--- src/rtl/regfile_mp_sb.sv ---
// 2-read/1-write register file with registered reads, write-to-read bypass
// and a per-entry busy scoreboard for stalling on pending results.
module regfile_mp_sb #(
  parameter int DATA_W   = 64,
  parameter int DEPTH    = 32,
  parameter int ADDR_W   = 5,
  parameter int ZERO_REG = 1
) (
  input  logic              clk,
  input  logic              rst_n,
  input  logic              wr_en,
  input  logic [ADDR_W-1:0] wr_addr,
  input  logic [DATA_W-1:0] wr_data,
  input  logic              rsv_en,
  input  logic [ADDR_W-1:0] rsv_addr,
  input  logic              rd0_en,
  input  logic [ADDR_W-1:0] rd0_addr,
  output logic [DATA_W-1:0] rd0_data,
  output logic              rd0_rdy,
  input  logic              rd1_en,
  input  logic [ADDR_W-1:0] rd1_addr,
  output logic [DATA_W-1:0] rd1_data,
  output logic              rd1_rdy,
  output logic              addr_err
);

  localparam logic [ADDR_W:0] DEPTH_L = (ADDR_W+1)'(DEPTH);

  function automatic logic in_range(input logic [ADDR_W-1:0] a);
    return {1'b0, a} < DEPTH_L;
  endfunction

  function automatic logic is_zero(input logic [ADDR_W-1:0] a);
    return (ZERO_REG != 0) && (a == '0);
  endfunction

  logic [DATA_W-1:0] mem [DEPTH];
  logic [DEPTH-1:0]  busy;
  logic [DEPTH-1:0]  busy_nxt;
  logic              wr_ok;
  logic              rsv_ok;
  logic              err_nxt;

  logic [ADDR_W-1:0] rd_a   [2];
  logic              rd_e   [2];
  logic [DATA_W-1:0] rd_d   [2];
  logic              rd_r   [2];

  logic [DATA_W-1:0] rd0_data_p1, rd1_data_p1;
  logic              rd0_rdy_p1, rd1_rdy_p1;
  logic              addr_err_p1;

  assign wr_ok  = wr_en  && in_range(wr_addr)  && !is_zero(wr_addr);
  assign rsv_ok = rsv_en && in_range(rsv_addr) && !is_zero(rsv_addr);

  assign rd_a[0] = rd0_addr;
  assign rd_a[1] = rd1_addr;
  assign rd_e[0] = rd0_en;
  assign rd_e[1] = rd1_en;

  // Reserve applied after write so a same-entry reserve leaves the entry busy.
  always_comb begin
    busy_nxt = busy;
    if (wr_ok)  busy_nxt[wr_addr]  = 1'b0;
    if (rsv_ok) busy_nxt[rsv_addr] = 1'b1;
  end

  always_comb begin
    for (int p = 0; p < 2; p++) begin
      rd_d[p] = mem[rd_a[p]];
      rd_r[p] = !busy_nxt[rd_a[p]];
      if (!in_range(rd_a[p])) begin
        rd_d[p] = '0;
        rd_r[p] = 1'b0;
      end else if (is_zero(rd_a[p])) begin
        rd_d[p] = '0;
        rd_r[p] = 1'b1;
      end else if (wr_ok && (wr_addr == rd_a[p])) begin
        rd_d[p] = wr_data;
      end
    end
  end

  assign err_nxt = (wr_en  && !in_range(wr_addr))  ||
                   (rsv_en && !in_range(rsv_addr)) ||
                   (rd_e[0] && !in_range(rd_a[0])) ||
                   (rd_e[1] && !in_range(rd_a[1]));

  // Stage p1: storage, scoreboard and registered read outputs.
  always_ff @(posedge clk or negedge rst_n) begin
    if (!rst_n) begin
      for (int i = 0; i < DEPTH; i++) mem[i] <= '0;
      busy        <= '0;
      rd0_data_p1 <= '0;
      rd0_rdy_p1  <= 1'b0;
      rd1_data_p1 <= '0;
      rd1_rdy_p1  <= 1'b0;
      addr_err_p1 <= 1'b0;
    end else begin
      if (wr_ok) mem[wr_addr] <= wr_data;
      busy <= busy_nxt;
      if (rd_e[0]) begin
        rd0_data_p1 <= rd_d[0];
        rd0_rdy_p1  <= rd_r[0];
      end
      if (rd_e[1]) begin
        rd1_data_p1 <= rd_d[1];
        rd1_rdy_p1  <= rd_r[1];
      end
      addr_err_p1 <= err_nxt;
    end
  end

  assign rd0_data = rd0_data_p1;
  assign rd0_rdy  = rd0_rdy_p1;
  assign rd1_data = rd1_data_p1;
  assign rd1_rdy  = rd1_rdy_p1;
  assign addr_err = addr_err_p1;

endmodule

--- config.mk ---
export PLATFORM = sky130hd
export DESIGN_NAME = regfile_mp_sb
export DESIGN_NICKNAME = d
export VERILOG_FILES = /design/src/rtl/regfile_mp_sb.sv
export SDC_FILE = /design/constraint.sdc
export NUM_CORES = 2
export LEC_CHECK = 0
export CAP_MARGIN = 10
export CORE_ASPECT_RATIO = 1.2
export CORE_MARGIN = 3
export CORE_UTILIZATION = 47
export DETAILED_ROUTE_END_ITERATION = 10
export PLACE_DENSITY = 0.61
export SLEW_MARGIN = 20
export SYNTH_ARGS = -nofsm -noshare
export SYNTH_HDL_FRONTEND = slang
export SYNTH_SLANG_ARGS = --single-unit
--- constraint.sdc ---
create_clock -name clk -period 2.1 [get_ports clk]
set_input_delay 0.42 -clock clk [delete_from_list [all_inputs] [get_ports clk]]
set_output_delay 0.42 -clock clk [all_outputs]
set_load 0.03 [all_outputs]
## Word level (Yosys, flattened, before mapping)

Cells that the tools add are included.
Widths: inputs -> output; s select.

- Input bits: 90
- Output and inout port bits: 131
- Flip-flop bits (word level): 2210

- Eq/ne operators: 2
- Reductions and logical operators: 15
- Multiplexer cells: 25
- Bitwise logic cells: 6
- Order comparisons: 10

Operators with widths:

| kind | count |
|---|---|
| $bwmux 2048 | 1 |
| $bmux 64 s5 | 2 |
| $mux 64 | 9 |
| $demux 64 s5 | 1 |
| $mux 32 | 2 |
| $and 32x32->32 | 1 |
| $not 32->32 | 1 |
| $or 32x32->32 | 1 |
| $lt 5x6->1 const B | 4 |
| $logic_not 5->1 | 4 |
| $ge 6x6->1 const B | 3 |
| $not 5->6 | 3 |
| $bmux 1 s5 | 2 |
| $demux 1 s5 | 2 |
| $eq 5x5->1 | 2 |
| $ge 5x1->1 const B | 2 |
| $logic_and 1x1->1 | 7 |
| $lt 6x1->1 const B | 1 |
| $mux 1 | 6 |
| $logic_not 1->1 | 4 |

## Depth between registers and ports, before layout

- Depth after elaboration: 13
- Depth in mapped cells: 12
- Gate-level depth less buffers: 8

## Worst setup path before layout

Ideal clock, no wire load.

- Path type: input-to-reg
- Start: in rd0_addr[0]
- End: reg rd0_data_p1[2] (netlist: rd0_data[2])
- Buffers on the path: 4
- Stages on the path: 9
- Setup slack: -0.431 ns
- Data arrival time: 2.397 ns
- Data required time: 1.966 ns
- Cells stage by stage: buf_4 > buf_6 > buf_2 > buf_2 > mux4_2 > a22oi_1 > o21ai_0 > a211oi_1 > o22ai_1

- Longest elaborated chain between the ends: 6
- Elaborated cells on any way between the ends: 9
- Those cells by class: eq/ne: 1; mux: 5; bitwise: 1; reduce/logical: 2

RTL lines:

| element | line | RTL |
|---|---|---|
| from (decl) | 17 | `input logic [ADDR_W-1:0] rd0_addr,` |
| $not 5->6 (not written as such) | 70 | `rd_d[p] = mem[rd_a[p]];` |
| $bmux 64 s5 | 70 |  |
| $mux 64 (not written as such) (2 in a row) | 70 |  |
| $mux 64 | 78 | `end else if (wr_ok && (wr_addr == rd_a[p])) begin` |
| $mux 64 (*) | 75 | `end else if (is_zero(rd_a[p])) begin` |
| to (signal assigned) | 103 | `rd0_data_p1 <= rd_d[0];` |
| to (decl) | 49 | `logic [DATA_W-1:0] rd0_data_p1, rd1_data_p1;` |

Mark *: on every way between the ends. The rest lies on a longest branch, timed or not. The select of a mux whose other input is x is not followed.
A chain may end at the register's enable or synchronous reset.

## Worst setup path after layout

- Start: reg mem[145] in the netlist's numbering
- End: reg rd1_data_p1[17] (netlist: rd1_data[17])

- Longest elaborated chain between the ends: 5

RTL lines:

| element | line | RTL |
|---|---|---|
| from (decl) | 37 | `logic [DATA_W-1:0] mem [DEPTH];` |
| from (signal, indexed assignment) | 100 | `if (wr_ok) mem[wr_addr] <= wr_data;` |
| $bmux 64 s5 | 70 |  |
| $mux 64 (not written as such) (2 in a row) | 70 |  |
| $mux 64 | 78 |  |
| $mux 64 | 75 |  |
| to (signal assigned) | 107 | `rd1_data_p1 <= rd_d[1];` |
| to (decl) | 49 |  |

No other way between the ends. The select of a mux whose other input is x is not followed.

==> flow_metrics.tcl <==
set metrics [dict create \
    max-cap-violations 0 \
    clock_sinks 2210 \
    cp-startpoint "mem[145]$_DFFE_PN0P_" \
    clock_latency_ns 0.92 \
    totalWireLength_um 399300 \
    cts_root_buf "clkbuf_16" \
    period_minus_slack_ns 2.110 \
    synth-seq-area-share 0.4743 \
    die_h_um 551.6 \
    cp.arrival_ns 2.88 \
    ioPinCount 221 \
    ir_worst_vdd_mv 0.7351 \
    crit_family "multiplexers" \
    fmax_mhz 473.9 \
    violations "setup timing" \
    cts_buffers 236 \
    p_per_area_mw_per_mm2 920.9 \
    postSynth.asyncResetShare 1.000 \
    mappedNetlistNets 8653 \
    startpoint_type "register" \
    drc 0 \
    area_growth_syn_to_layout_pct 18.74 \
    power_leakage_nw 61.49 \
    cts_tree "yes" \
    coreArea_mm2 0.2460 \
    hold_path_class "in -> async" \
    wl_met1_um 159600 \
    final.setup.tns_ns -0.03780 \
    nets 9150 \
    synth-seq-cells 2210 \
    die_w_um 460.7 \
    synthFlopType "dfrtp_1" \
    first_pass_iters 5 \
    cp_common_cell "mux4_2" \
    dp_hpwl_um 264400 \
    reg2reg_from "mem[145]$_DFFE_PN0P_" \
    wire_per_inst_um 32.04 \
    synth_largest_area_cell "dfrtp_1" \
    dr_wl_met2_um 192100 \
    overflow 0 \
    num_vias 81150 \
    gr-usage-all-layers 0.3150 \
    slew_violations 0 \
    place.port_buffers 219 \
    synth_top_area_frac 0.4743 \
    fin_area_mm2 0.1385 \
    critPathMaxStageDelay_ns 0.50 \
    ant_nets 0 \
    setup_viol 6 \
    grt_pass1_wl_um 590600 \
    start_util 0.4740 \
    multi_input_area_mm2 0.05755 \
    ys_warn_count 0 \
    path_cells "mux4_2 > mux4_2 > o211a_1 > a21oi_1 > buf_4 > o2bb2ai_1" \
    fin_skew_ns 0.05155 \
    highest_layer "met5" \
    row_count 199 \
    synthesis.area_mm2 0.1166 \
    vias_per_cell 6.511 \
    clk_path_buf_depth 4 \
    timing.final.crit_share 1.005 \
    rsz0062_at_grt "true" \
    wl_met3_um 25900 \
    synth_area_leaders "dfrtp_1 47%, mux4_2 17%, mux2_2 17%" \
    tightest_slew_ns 1.040 \
    relSlewSlack 0.3065 \
    worstPathMaxFanout 3 \
    post-place-ws_ns -1.144 \
    cts_setup_buffers 0 \
    synth_edf_count 0 \
    synthCells 8563 \
    path_clk_slew_ns 0.06 \
    crit_buf_inv 1 \
    crit_slowest_cell "mux4_2" \
    final_core_util 0.5628 \
    grt_max_degree 104 \
    syn_avg_cell_area_um2 13.62 \
    status "finished, violations left" \
    num-fill-cells 19800 \
    endpoint_kind "register" \
    grt_pass1_vias 84570 \
    die_area_mm2 0.2541 \
    gp_congestion 0.8685 \
    antenna_found_initial 8 \
    htreeDepth 4 \
    required_ns 2.87 \
    crit_type "reg -> reg" \
    setup_ws_ns -0.01022 \
    hold_viol_final 0 \
    synth_cell_type_count 71 \
    p_total_mw 127.5 \
    postPlaceCellArea_mm2 0.1306 \
    drt-initial-drc-count 7164 \
    seq_area_mm2 0.05533 \
    drive_above_1_share 0.4643 \
]
cell usage in the layout, fill, tap and decap left out, drive strengths merged, types with 4 or more instances in the layout:
master / netlist / routed
clkdlybuf4s15: 0 / 68
nor3b: 5 / 5
mux4: 893 / 893
nor2: 141 / 141
a221oi: 263 / 263
a211oi: 112 / 112
o211ai: 4 / 4
a22oi: 135 / 135
nand2b: 6 / 6
clkinv: 1 / 48
a22o: 12 / 12
a21boi: 4 / 4
a21oi: 31 / 31
inv: 84 / 88
bufinv: 0 / 13
buf: 209 / 1070
or2: 14 / 14
nor2b: 4 / 4
clkdlybuf4s50: 0 / 73
nand2: 833 / 833
o2bb2ai: 59 / 59
mux2: 1723 / 1723
diode: 0 / 4
nor4: 4 / 4
o21ai: 266 / 266
dfrtp: 2210 / 2210
o211a: 5 / 5
nand3: 21 / 21
and2: 109 / 109
nor3: 10 / 10
xnor2: 10 / 10
o22ai: 68 / 68
clkbuf: 748 / 356
mux2i: 523 / 523
report_power, final:
part,internal [mW],switching [mW]
sequential,50.7,6.03
clock,24.8,18.0
combinational,16.0,12.0
registers in the layout (all words and copies together), names as in the netlist:
signal    count
busy         32
mem        2048
rd0_data     64
rd0_rdy       1
rd1_data     64
rd1_rdy       1
Yosys cell counts, types with 4 or more instances:
library cell and number:
dfrtp_1 2210, mux2_2 1723, mux4_2 893, nand2_1 833, clkbuf_1 748, mux2i_1 523
o21ai_0 265, a221oi_1 263, nor2_1 140, a22oi_1 135, a211oi_1 108, and2_1 108
buf_4 85, inv_1 83, buf_2 81, o22ai_1 68, o2bb2ai_1 59, a21oi_1 31
buf_1 31, nand3_1 21, a22o_1 12, buf_6 12, xnor2_1 10, nor3_1 8
or2_0 8, nand2b_1 6, nor3b_1 5, o211a_1 5, or2_2 5, a211oi_2 4
a21boi_0 4, nor2b_1 4, nor4_1 4, o211ai_1 4
routing by layer:
layer  GRT usage  up-vias
met4      0.1451        6
met2      0.5143     3336
met5           0        -
li1            -    33300
met1      0.4208    43500
met3     0.04331     1014
per-stage QoR:
stage               std cells  hold slack, ns
finish                  12460         0.07434
global route            12460         0.07471
CTS                     12460         0.03781
detailed placement      12040          0.3110
global placement        12040          0.3114
floorplan                8563          0.1244
kinds of logic (layout without fill, tap and decap cells):
logic type             count (synthesis)  after routing  synth area share
multiplexers                        3139           3139            0.3838
AO/OA/AOI/OAI                        990            990           0.06090
XOR/XNOR                              10             10         0.0007511
buffers and inverters               1042           1723           0.03792
AND/OR/NAND/NOR                     1171           1171           0.04237
flip-flops                          2210           2210            0.4743
other                                  1              5        0.00003216
final timing paths:
path | endpoint | slack [ns] | depth (start not counted)
worst max register to register | rd1_data[17]$_DFFE_PN0P_ | -0.01 | 6
worst min-delay path | busy[20]$_DFF_PN0_ | 0.07 | 2
worst min register to register | mem[2032]$_DFFE_PN0P_ | 0.40 | 0
max in group asynchronous | mem[160]$_DFFE_PN0P_ | 0.85 | 4
min in group clk | rd0_data[4]$_DFFE_PN0P_ | 0.15 | 3
worst max-delay path | rd1_data[17]$_DFFE_PN0P_ | -0.01 | 6
layout make-up:
class                      instances  share of cell area
multi-input combinational       5311              0.4157
tap                             3216             0.02906
clock buffer                     356             0.05128
inverter                          85            0.002557
clock inverter                    66            0.005214
sequential                      2210              0.3996
antenna                            4          0.00007229
timing repair buffer            1216             0.09652
what timing repair did:
action,in CTS,in global routing
endpoints found under the setup margin,146,43
pin swaps,4,4
resized for setup,561,29
hold buffers,1,0
hold endpoints to repair,786,0
No activity file was read; power rests on OpenSTA's default activity.
